==> src/rtl/alu_pkg.sv <==
// Shared ALU definitions: datapath width, register-file depth and op codes.
package alu_pkg;

  localparam int unsigned W     = 16;
  localparam int unsigned NREGS = 8;
  localparam int unsigned AW    = $clog2(NREGS);
  localparam int unsigned OPW   = 4;

  localparam logic [OPW-1:0] OP_ADD = 4'h0;
  localparam logic [OPW-1:0] OP_SUB = 4'h1;
  localparam logic [OPW-1:0] OP_AND = 4'h2;
  localparam logic [OPW-1:0] OP_OR  = 4'h3;

  typedef enum logic {
    IDLE = 1'b0,
    EXEC = 1'b1
  } state_t;

endpackage

==> src/rtl/alu_regfile.sv <==
// 8x16 register file: two operand read ports, a debug read port, r0 fixed at 0,
// writeback and direct load both land in one edge with writeback winning on a tie.
module alu_regfile
  import alu_pkg::*;
(
  input  logic          clk,
  input  logic          rst,
  input  logic [AW-1:0] ra_addr,
  output logic [W-1:0]  ra_data,
  input  logic [AW-1:0] rb_addr,
  output logic [W-1:0]  rb_data,
  input  logic [AW-1:0] dbg_addr,
  output logic [W-1:0]  dbg_data,
  input  logic          wb_en,
  input  logic [AW-1:0] wb_addr,
  input  logic [W-1:0]  wb_data,
  input  logic          ld_en,
  input  logic [AW-1:0] ld_addr,
  input  logic [W-1:0]  ld_data
);

  logic [W-1:0] rf [NREGS];

  // Entry 0 is only ever cleared, so it reads as zero forever.
  always_ff @(posedge clk or posedge rst) begin
    if (rst) begin
      for (int unsigned i = 0; i < NREGS; i++) rf[i] <= '0;
    end else begin
      for (int unsigned i = 1; i < NREGS; i++) begin
        if (wb_en && (wb_addr == AW'(i))) begin
          rf[i] <= wb_data;
        end else if (ld_en && (ld_addr == AW'(i))) begin
          rf[i] <= ld_data;
        end
      end
    end
  end

  assign ra_data  = rf[ra_addr];
  assign rb_data  = rf[rb_addr];
  assign dbg_data = rf[dbg_addr];

endmodule

==> src/rtl/alu_cmd_stage.sv <==
// Command-issue stage in front of the 16-bit ALU: accepts reg-reg commands, drives
// registered operands, captures the result and writes it back. Optional: ALU_STICKY_OVF_EN.
module alu_cmd_stage
  import alu_pkg::*;
(
  input  logic           clk,
  input  logic           rst,
  input  logic           cmd_valid,
  output logic           cmd_ready,
  input  logic [OPW-1:0] cmd_op,
  input  logic [AW-1:0]  cmd_rd,
  input  logic [AW-1:0]  cmd_ra,
  input  logic [AW-1:0]  cmd_rb,
  input  logic           ld_valid,
  input  logic [AW-1:0]  ld_addr,
  input  logic [W-1:0]   ld_data,
  output logic [W-1:0]   alu_a,
  output logic [W-1:0]   alu_b,
  output logic [OPW-1:0] alu_ctrl,
  input  logic [W-1:0]   alu_s,
  input  logic           alu_ovf,
  input  logic           alu_zero,
  output logic           res_valid,
  output logic [W-1:0]   res_data,
  output logic           res_ovf,
  output logic           res_zero,
  input  logic [AW-1:0]  dbg_addr,
  output logic [W-1:0]   dbg_data
`ifdef ALU_STICKY_OVF_EN
  ,
  input  logic           ovf_clr,
  output logic           ovf_sticky
`endif
);

  state_t        state, state_nx;
  logic          accept_c;
  logic          wb_c;
  logic [AW-1:0] rd_q;
  logic [W-1:0]  ra_data, rb_data;

  // A direct load owns the cycle, so commands wait for it.
  assign cmd_ready = (state == IDLE) && !ld_valid;

  always_ff @(posedge clk or posedge rst) begin
    if (rst) state <= IDLE;
    else     state <= state_nx;
  end

  always_comb begin
    state_nx = state;
    accept_c = 1'b0;
    wb_c     = 1'b0;
    case (state)
      IDLE: begin
        if (cmd_valid && cmd_ready) begin
          accept_c = 1'b1;
          state_nx = EXEC;
        end
      end
      EXEC: begin
        wb_c     = 1'b1;
        state_nx = IDLE;
      end
      default: state_nx = IDLE;
    endcase
  end

  // Operands are frozen at accept; results are captured at the end of EXEC.
  always_ff @(posedge clk or posedge rst) begin
    if (rst) begin
      alu_a     <= '0;
      alu_b     <= '0;
      alu_ctrl  <= '0;
      rd_q      <= '0;
      res_valid <= 1'b0;
      res_data  <= '0;
      res_ovf   <= 1'b0;
      res_zero  <= 1'b0;
    end else begin
      if (accept_c) begin
        alu_a    <= ra_data;
        alu_b    <= rb_data;
        alu_ctrl <= cmd_op;
        rd_q     <= cmd_rd;
      end
      res_valid <= wb_c;
      if (wb_c) begin
        res_data <= alu_s;
        res_ovf  <= alu_ovf;
        res_zero <= alu_zero;
      end
    end
  end

`ifdef ALU_STICKY_OVF_EN
  // Set takes priority so a clear cannot hide an overflow landing the same edge.
  always_ff @(posedge clk or posedge rst) begin
    if (rst)                  ovf_sticky <= 1'b0;
    else if (wb_c && alu_ovf) ovf_sticky <= 1'b1;
    else if (ovf_clr)         ovf_sticky <= 1'b0;
  end
`endif

  alu_regfile u_rf (
    .clk      (clk),
    .rst      (rst),
    .ra_addr  (cmd_ra),
    .ra_data  (ra_data),
    .rb_addr  (cmd_rb),
    .rb_data  (rb_data),
    .dbg_addr (dbg_addr),
    .dbg_data (dbg_data),
    .wb_en    (wb_c),
    .wb_addr  (rd_q),
    .wb_data  (alu_s),
    .ld_en    (ld_valid),
    .ld_addr  (ld_addr),
    .ld_data  (ld_data)
  );

endmodule

==> config.mk <==
export PLATFORM = sky130hd
export DESIGN_NAME = alu_cmd_stage
export DESIGN_NICKNAME = d
export VERILOG_FILES = /design/src/rtl/alu_pkg.sv /design/src/rtl/alu_regfile.sv /design/src/rtl/alu_cmd_stage.sv
export SDC_FILE = /design/constraint.sdc
export NUM_CORES = 1
export LEC_CHECK = 0
export ABC_AREA = 0
export CORE_ASPECT_RATIO = 1.75
export CORE_MARGIN = 2
export CORE_UTILIZATION = 65
export CTS_CLUSTER_SIZE = 8
export DETAILED_ROUTE_END_ITERATION = 8
export DONT_BUFFER_PORTS = 1
export PLACE_DENSITY = 0.87
export SYNTH_ARGS = -nofsm -noshare
export SYNTH_HDL_FRONTEND = slang
export SYNTH_HIERARCHICAL = 1
export SYNTH_SLANG_ARGS = --single-unit
==> constraint.sdc <==
create_clock -name clk -period 6.88 [get_ports clk]
set_input_delay 1.376 -clock clk [delete_from_list [all_inputs] [get_ports clk]]
set_output_delay 1.376 -clock clk [all_outputs]
set_load 0.05 [all_outputs]
==> results of run 1 <==
## sequential cells by signal, indices dropped and copies added, names as in the netlist
register / cells
alu_ctrl: 4
res_data: 16
alu_a: 16
res_zero: 1
res_valid: 1
state: 1
res_ovf: 1
alu_b: 16
u_rf/rf: 112
rd_q: 3
## worst max path at each step
stage,start,endpoint
5_1_grt,dbg_addr[0],dbg_data[0]
6_report,dbg_addr[0],dbg_data[3]
4_1_cts,dbg_addr[0],dbg_data[0]
3_3_place_gp,dbg_addr[0],dbg_data[3]
2_1_floorplan,dbg_addr[1],dbg_data[1]
3_5_place_dp,dbg_addr[0],dbg_data[0]
## report_power, final
group / total, µW / internal, µW / leakage, µW / switching, µW
sequential: 2070 / 1350 / 0.00201 / 723
combinational: 1080 / 575 / 0.00228 / 504
clock: 952 / 517 / 0.000273 / 435
## tightest hold or removal path: cells and delay by family (launching register included)
| family | cells | cell delay [ps] |
|---|---|---|
| AO/OA/AOI/OAI | 1 | 110 |
| flip-flops | 1 | 390 |
| multiplexers | 1 | 80 |
## final cells by class
| type | count | area (µm²) | area share, % |
|---|---|---|---|
| clock inverter | 13 | 134 | 1.26 |
| timing repair buffer | 14 | 105 | 0.992 |
| clock buffer | 19 | 443 | 4.18 |
| tap | 186 | 233 | 2.20 |
| multi-input combinational | 623 | 5280 | 49.8 |
| inverter | 32 | 123 | 1.16 |
| sequential | 171 | 4280 | 40.4 |
## kinds of logic (layout without fill, tap and decap cells)
logic type,Yosys count,count (layout)
compound gates,207,207
buf+inv,110,78
flops,171,171
mux,266,266
simple gates,150,150
## placed cells by master (no fill, tap or decap), drive strengths merged, types with 17 or more instances in the layout
cell type,netlist,layout
a22oi,17,17
a221oi,30,30
nor2,65,65
o21ai,66,66
dfrtp,171,171
inv,32,37
clkbuf,34,19
mux2i,113,113
mux2,105,105
a21oi,94,94
mux4,48,48
nand2,67,67
## routing by layer
| layer | GRT usage [%] | vias up | share of wire (%) |
|---|---|---|---|
| met5 | 0 | - | 0 |
| met4 | 18.5 | 0 | 6.5 |
| met3 | 9.57 | 174 | 12 |
| met2 | 51.2 | 624 | 46 |
| met1 | 40.8 | 3711 | 35 |
| li1 | - | 3244 | - |
## per-stage QoR
stage | util, % | total power, µW | worst slack [ps] | instances
2_1_floorplan | - | 2890 | 2460 | 904
4_1_cts | 68.8 | 4070 | 2440 | 1058
3_5_place_dp | 65.1 | 3110 | 2430 | 1026
6_report | 68.8 | 4100 | 2380 | 1058
3_3_place_gp | 65.1 | 3030 | 2450 | 1026
5_1_grt | 68.8 | 4260 | 2360 | 1058
==> flow_summary.toml, run 1 <==
[outcome]
outcome = "completed"

[finish]
syn_to_final_growth_pct = 3.40
fin_nets = 916
diodes = 0
fill_cells = 1027
finalInstanceArea_mm2 = 0.0106
drive_above_1_share_pct = 23.4

[setup_path]
rr_worst_depth = 4
worstPathArrival_ps = 3130
cp_num_buf_inv = 0
slowest_delay_ps = 910
rr_endpoint = "u_rf/rf[80]$_DFFE_PP0P_"
crit_path_end_kind = "primary output"
crit_family = "compound AO/OA/AOI/OAI gates"
cp_max_fo = 33
cp.required_ps = 5500
reg2reg_from = "state$_DFF_PP0_"
cp.depth = 3
worstSetupStartpointType = "primary input"
r2r_setup_slack_ps = 4960
crit_chain = "and2b_1, a22oi_1, o21ai_1"
critPathKind = "in2out"
slowest_stage = "o21ai_1"

[yosys]
yosysUniqueCellTypes = 30
synth_xor_area_share_pct = 0
netlist_instances = 904
yosys.area_share.simple_pct = 6.64
synth_top_family_by_area = "multiplexers"
synth_area_mm2 = 0.0102
synthArstFlopShare_pct = 100
ys_seq_elements = 171
yosysSeqAreaShare_pct = 41.8
synth_top_cell_area_share_pct = 41.8
synthAdderAreaFrac_pct = 0
synth_edf_count = 0
synthMuxAreaShare_pct = 33.2
syn_avg_cell_area_um2 = 11.3
yosys-top-cells-count = "dfrtp_1 (171), mux2i_1 (113), mux2_2 (103), a21oi_1 (94), nand2_1 (67)"
yosysWarnings = 38
synthesis.nets = 961
synth-compound-area-share_pct = 11.6
synth_area_leader_cell = "dfrtp_1"
yosysMostFrequentCell = "dfrtp_1"
synth-main-ff-cell = "dfrtp_1"
synthTopCellsByArea = "dfrtp_1 (42%), mux2_2 (11%), mux2i_1 (11%)"

[timing]
period_needed_ps = 4500
maxSlewViolCount = 0
layout_worst_path_cycle_share_pct = 65.4
max_freq_mhz = 222
hold_slack_ps = 611
grt_setup_unrepaired = "false"
setup_viol = 0
finalSetupTns_ps = 0
maxSlewHeadroom_pct = 22.5
tightestPinTransition_ps = 1150
fin_worst_skew_ps = 11.0
hold_violations = 0

[clock_tree]
cts_buffers = 17
cts_tree = "built"
cts.sinks = 171
path_clk_slew_ps = 70
cts-htree-levels = 4
post_cts_resized = 0
hold_buffers = 0
worstSkewPairLatency_ps = 440
clock_path_buffers = 2
cts_root_buf = "clkbuf_16"
post-cts-setup-buffers = 0

[die]
die-area_mm2 = 0.0168
initial_utilization_pct = 66.6
io_pins = 129
die_y_um = 170
fp.coreArea_mm2 = 0.0154
die_w_um = 98.9
std_cell_rows = 60

[grt]
grt_first_pass_wirelength_mm = 42.4
antenna_found_initial = 0
grt_max_degree = 69
grt_pass1_vias = 7737
overflow = 0
grt_use_total_pct = 32.8

[placed_design]
placedInstanceArea_mm2 = 0.0100
io_buffers = 0
gp_congestion = 0.890
dp_hpwl_mm = 17.4

[route]
drc = 0
via_per_inst = 7.33
wirelength_mm = 27.6
dr.pass1.iters = 5
wl_per_cell_um = 26.1
num_vias = 7753
final_antenna_net_count = 0
drt-initial-drc-count = 1074

[hold_path]
worstHoldPathCells = 2
hp-class = "reg2reg"
hold_path_end = "u_rf/rf[109]$_DFFE_PP0P_"
min_from = "u_rf/rf[109]$_DFFE_PP0P_"

[power_and_ir_drop]
power_density_mw_per_mm2 = 387
p_leak_uw = 0.00456
peakVddDrop_mv = 0.307

[flow_run]
maxCapViolCount = 0
Power figures use the tool's default switching activity.
==> run 2, diff against run 1 <==
Settings changed: CORE_UTILIZATION 65 to 58, PLACE_DENSITY 0.87 to 0.82.
Clock period 6.88 ns to 4.05 ns, I/O delays scaled along.
==> run 2 against run 1 <==
  * Utilization shrank 6.7 points
  * Global-route usage shrank 2.8 points
  * Count of clock-buffer cells in the layout shrank 1
  * Die area grew 12%
  * Combinational power grew 77%
  * Final cell count grew 5.9%
==> flow_summary.toml, run 2 (same netlist as run 1, synthesis figures left out) <==
[outcome]
outcome = "completed"

[route]
wirelength_mm = 27.8
dr.pass1.iters = 7
wl_per_cell_um = 24.9
num_vias = 7586
final_antenna_net_count = 0
drc = 0
drt-initial-drc-count = 864
via_per_inst = 6.77

[power_and_ir_drop]
peakVddDrop_mv = 0.308
p_sw_uw = 2840
power_density_mw_per_mm2 = 658
seqPwrFrac_pct = 49.3
p_clk_share_pct = 23.8
p_sw_share_pct = 39.9
p_leak_uw = 0.00466
pwr-share-comb_pct = 26.9
p_int_uw = 4270

[setup_path]
critPathKind = "in2out"
worstSetupStartpointType = "primary input"
crit_path_end_kind = "primary output"
worstPathArrival_ps = 2190
cp.required_ps = 3240
cp_max_fo = 33

[finish]
drive_above_1_share_pct = 24.9
regArea_mm2 = 0.00428
mostFrequentLayoutCells = "dfrtp_1 (171), mux2i_1 (113), mux2_2 (103)"
fill_cells = 1316
diodes = 0
fin_nets = 933
utilization_pct = 62.1
regMostFlops = "u_rf/rf"
largest_reg_flops = 112
final_common_cell = "dfrtp_1"
multiInputGateArea_mm2 = 0.00528
syn_to_final_growth_pct = 5.41

[clock_tree]
path_clk_slew_ps = 70
worstSkewPairLatency_ps = 440
cts_buffers = 17
post-cts-setup-buffers = 0
cts_tree = "built"
post_cts_resized = 0
hold_buffers = 0
cts.sinks = 171
clock_path_buffers = 2
cts-htree-levels = 4
cts_root_buf = "clkbuf_16"

[die]
die_w_um = 104
die_y_um = 180
die-area_mm2 = 0.0188
io_pins = 129
std_cell_rows = 64
fp.coreArea_mm2 = 0.0174
initial_utilization_pct = 59.0

[grt]
grt_pass1_vias = 7693
grt_use_total_pct = 30.0
overflow = 0
grt_max_degree = 82
antenna_found_initial = 0
grt_first_pass_wirelength_mm = 43.5

[timing]
layout_worst_path_cycle_share_pct = 74.0
maxSlewHeadroom_pct = 29.8
maxSlewViolCount = 0
max_freq_mhz = 334
setup_viol = 0
fin_worst_skew_ps = 12.4
grt_setup_unrepaired = "false"
tightestPinTransition_ps = 1050
period_needed_ps = 3000
hold_violations = 0
finalSetupTns_ps = 0

[placed_design]
io_buffers = 0
gp_congestion = 0.935
dp_hpwl_mm = 18.0

[flow_run]
maxCapViolCount = 0

[hold_path]
hp-class = "in2async"
==> run 2: cell count changes in the layout (fill, tap and decap cells not counted), sizes merged <==
cell,previous run,this run
buf,14,31
bufinv,1,2
clkbuf,19,18
clkinv,4,1
clkinvlp,3,1
inv,37,42
==> run 2: layout make-up <==
type	count	area share [%]
repair buffers	31	2.16
multi-input cells	623	48.9
flip-flops and latches	171	39.6
clock inverters	14	1.58
clock buffers	18	3.97
well taps	231	2.68
inverters	32	1.14
==> run 2: power by group through the flow <==
| stage | Combinational, µW | Clock (µW) | Sequential (µW) |
|---|---|---|---|
| finish | 1910 | 1690 | 3500 |
| global route | 2060 | 1790 | 3560 |
| CTS | 1890 | 1720 | 3470 |
| detailed placement | 1870 | 0 | 3500 |
| global placement | 1800 | 0 | 3450 |
| floorplan | 1620 | 0 | 3280 |
==> run 2: metrics by stage <==
step	instances	setup slack [ps]	power (µW)	area [µm²]	hold slack, ps
6_report	1120	1050	7100	10800	292
5_1_grt	1120	1080	7410	10800	334
4_1_cts	1120	1110	7080	10800	308
3_5_place_dp	1088	1120	5360	10200	588
3_3_place_gp	1088	1160	5250	10200	564
2_1_floorplan	904	281	4900	10200	533
==> run 2: worst max-delay path, stage by stage <==
cell and delay [ps]:
and2b_1 680, a22oi_1 200, o21ai_1 250, buf_4 240
==> run 2: layer usage <==
| metal | global-route usage [%] | vias to the layer above | routed length, µm |
|---|---|---|---|
| met5 | 0 | - | 0 |
| met2 | 47.2 | 530 | 13500 |
| met1 | 38.0 | 3650 | 10200 |
| met3 | 6.96 | 129 | 2720 |
| met4 | 17.2 | 0 | 1410 |
| li1 | - | 3277 | - |
==> run 2: worst paths after layout <==
path	cells past startpoint	startpoint	slack (ps)	to
worst max-delay path	4	dbg_addr[0]	1050	dbg_data[3]
worst min-delay path	1	rst	290	res_data[15]$_DFFE_PP0P_
worst max register to register	3	state$_DFF_PP0_	1710	u_rf/rf[94]$_DFFE_PP0P_
worst min register to register	2	u_rf/rf[51]$_DFFE_PP0P_	610	u_rf/rf[51]$_DFFE_PP0P_
max in group asynchronous	2	rst	2680	u_rf/rf[54]$_DFFE_PP0P_
min in group clk	2	alu_s[11]	490	u_rf/rf[91]$_DFFE_PP0P_
==> run 3, diff against run 2 <==
Settings changed: CORE_UTILIZATION 58 to 65, PLACE_DENSITY 0.82 to 0.87.
Clock period 4.05 ns to 2.8 ns, I/O delays scaled along.
==> run 3 against run 2 <==
  * Combinational power is 47% higher
  * Global-route usage is 4.4 points higher
  * Hold slack lost 250 ps
  * Die area shrank 10%
  * Utilization increased by 8.3 points
  * Final cell count fell by 3.6%
  * Critical endpoint is now dbg_data[9]
  * First-iteration DRC count grew 39%
  * Clock skew up 2.1 ps
  * Critical path depth grew 1
  * Critical path type unchanged
==> flow_summary.toml, run 3 (same netlist as run 1, synthesis figures left out) <==
[finish]
final_common_cell = "dfrtp_1"
fill_cells = 1009
drive_above_1_share_pct = 25.2
finalInstanceArea_mm2 = 0.0108
fin_nets = 940
utilization_pct = 70.5
syn_to_final_growth_pct = 5.85
regMostFlops = "u_rf/rf"
diodes = 0
largest_reg_flops = 112
mostFrequentLayoutCells = "dfrtp_1 (171), mux2i_1 (113), mux2_2 (103)"

[die]
io_pins = 129
fp.coreArea_mm2 = 0.0154
initial_utilization_pct = 66.6
std_cell_rows = 60
die_w_um = 98.9
die-area_mm2 = 0.0168
die_y_um = 170

[placed_design]
io_buffers = 0
dp_hpwl_mm = 18.3
gp_congestion = 0.958
place_ws_ps = 518
placedInstanceArea_mm2 = 0.0102

[grt]
overflow = 0
grt_pass1_vias = 7959
grt_max_degree = 41
grt_first_pass_wirelength_mm = 44.7
grt_use_total_pct = 34.4
antenna_found_initial = 0

[timing]
hold_violations = 0
tightestPinTransition_ps = 913
setup_viol = 0
grt_setup_unrepaired = "false"
worst_slack_ps = 439
finalSetupTns_ps = 0
maxSlewHeadroom_pct = 39.0
period_needed_ps = 2360
max_freq_mhz = 423
maxSlewViolCount = 0
layout_worst_path_cycle_share_pct = 84.3
fin_worst_skew_ps = 14.6

[flow_run]
maxCapViolCount = 0

[setup_path]
worstSetupStartpointType = "primary input"
reg2reg_from = "state$_DFF_PP0_"
cp_max_fo = 33
crit_path_end_kind = "primary output"
critPathKind = "in2out"
cp.required_ps = 2240
rr_worst_depth = 2
worstPathArrival_ps = 1800
rr_endpoint = "u_rf/rf[93]$_DFFE_PP0P_"
r2r_setup_slack_ps = 930

[power_and_ir_drop]
power_density_mw_per_mm2 = 963
power_uw = 10400
peakVddDrop_mv = 0.689
p_leak_uw = 0.00470

[clock_tree]
cts_buffers = 17
hold_buffers = 0
clock_path_buffers = 2
path_clk_slew_ps = 70
cts-htree-levels = 4
cts_root_buf = "clkbuf_16"
cts.sinks = 171
post-cts-setup-buffers = 0
cts_tree = "built"
worstSkewPairLatency_ps = 440
post_cts_resized = 0

[route]
dr_wl_met2_mm = 13.3
final_antenna_net_count = 0
m1WireLength_mm = 10.1
wl_met3_mm = 3.19
drt-initial-drc-count = 1201
wirelength_mm = 28.6
num_vias = 7982
wl_per_cell_um = 26.4
via_per_inst = 7.39
drc = 0
dr.pass1.iters = 7
highest_layer = "met4"

[outcome]
outcome = "completed"

[hold_path]
hp-class = "in2async"
-- run 3: changes by cell type in the layout (fill, tap and decap cells not counted), sizes merged --
| cell | change |
|---|---|
| buf | +7 |
| bufinv | +2 |
| clkinv | -1 |
| clkinvlp | +4 |
| inv | -7 |
-- run 3: final cells by class --
cell class | instances | area, µm² | area share [%]
Tap cell | 186 | 233 | 2.15
Multi-Input combinational cell | 623 | 5270 | 48.6
Sequential cell | 171 | 4280 | 39.5
Timing Repair Buffer | 38 | 310 | 2.86
Clock buffer | 18 | 439 | 4.05
Clock inverter | 12 | 188 | 1.73
Inverter | 32 | 124 | 1.14
-- run 3: worst max-delay path by stage --
stage,from,endpoint,slack (ps),cells past startpoint
after floorplan,dbg_addr[1],dbg_data[1],10,5
after global placement,dbg_addr[0],dbg_data[3],560,5
after detailed placement,dbg_addr[0],dbg_data[9],520,5
after CTS,u_rf/rf[5]$_DFFE_PP0P_,dbg_data[5],470,4
after global routing,u_rf/rf[21]$_DFFE_PP0P_,dbg_data[5],430,4
final,dbg_addr[0],dbg_data[9],440,5
-- run 3: critical path: stages --
cell and delay [ps]:
and2b_1 490, buf_4 240, a22oi_1 90, o21ai_1 170, buf_4 220
-- run 3: per-stage QoR --
| step | hold slack [ps] | std cells |
|---|---|---|
| 6_report | 38.7 | 1080 |
| 5_1_grt | 61.2 | 1080 |
| 4_1_cts | 43.3 | 1080 |
| 3_5_place_dp | 513 | 1050 |
| 3_3_place_gp | 510 | 1050 |
| 2_1_floorplan | 533 | 904 |
-- run 3: power by group --
| part | switching, µW | total [µW] | internal (µW) |
|---|---|---|---|
| registers | 1770 | 5080 | 3310 |
| logic | 1290 | 2800 | 1520 |
| clock network | 1030 | 2560 | 1520 |
| total | 4090 | 10400 | 6350 |
-- run 3: layer usage --
layer | vias up | GRT usage, %
met3 | 175 | 8.13
met5 | - | 0
met1 | 3842 | 44.3
met4 | 0 | 22.5
li1 | 3294 | -
met2 | 671 | 52.1
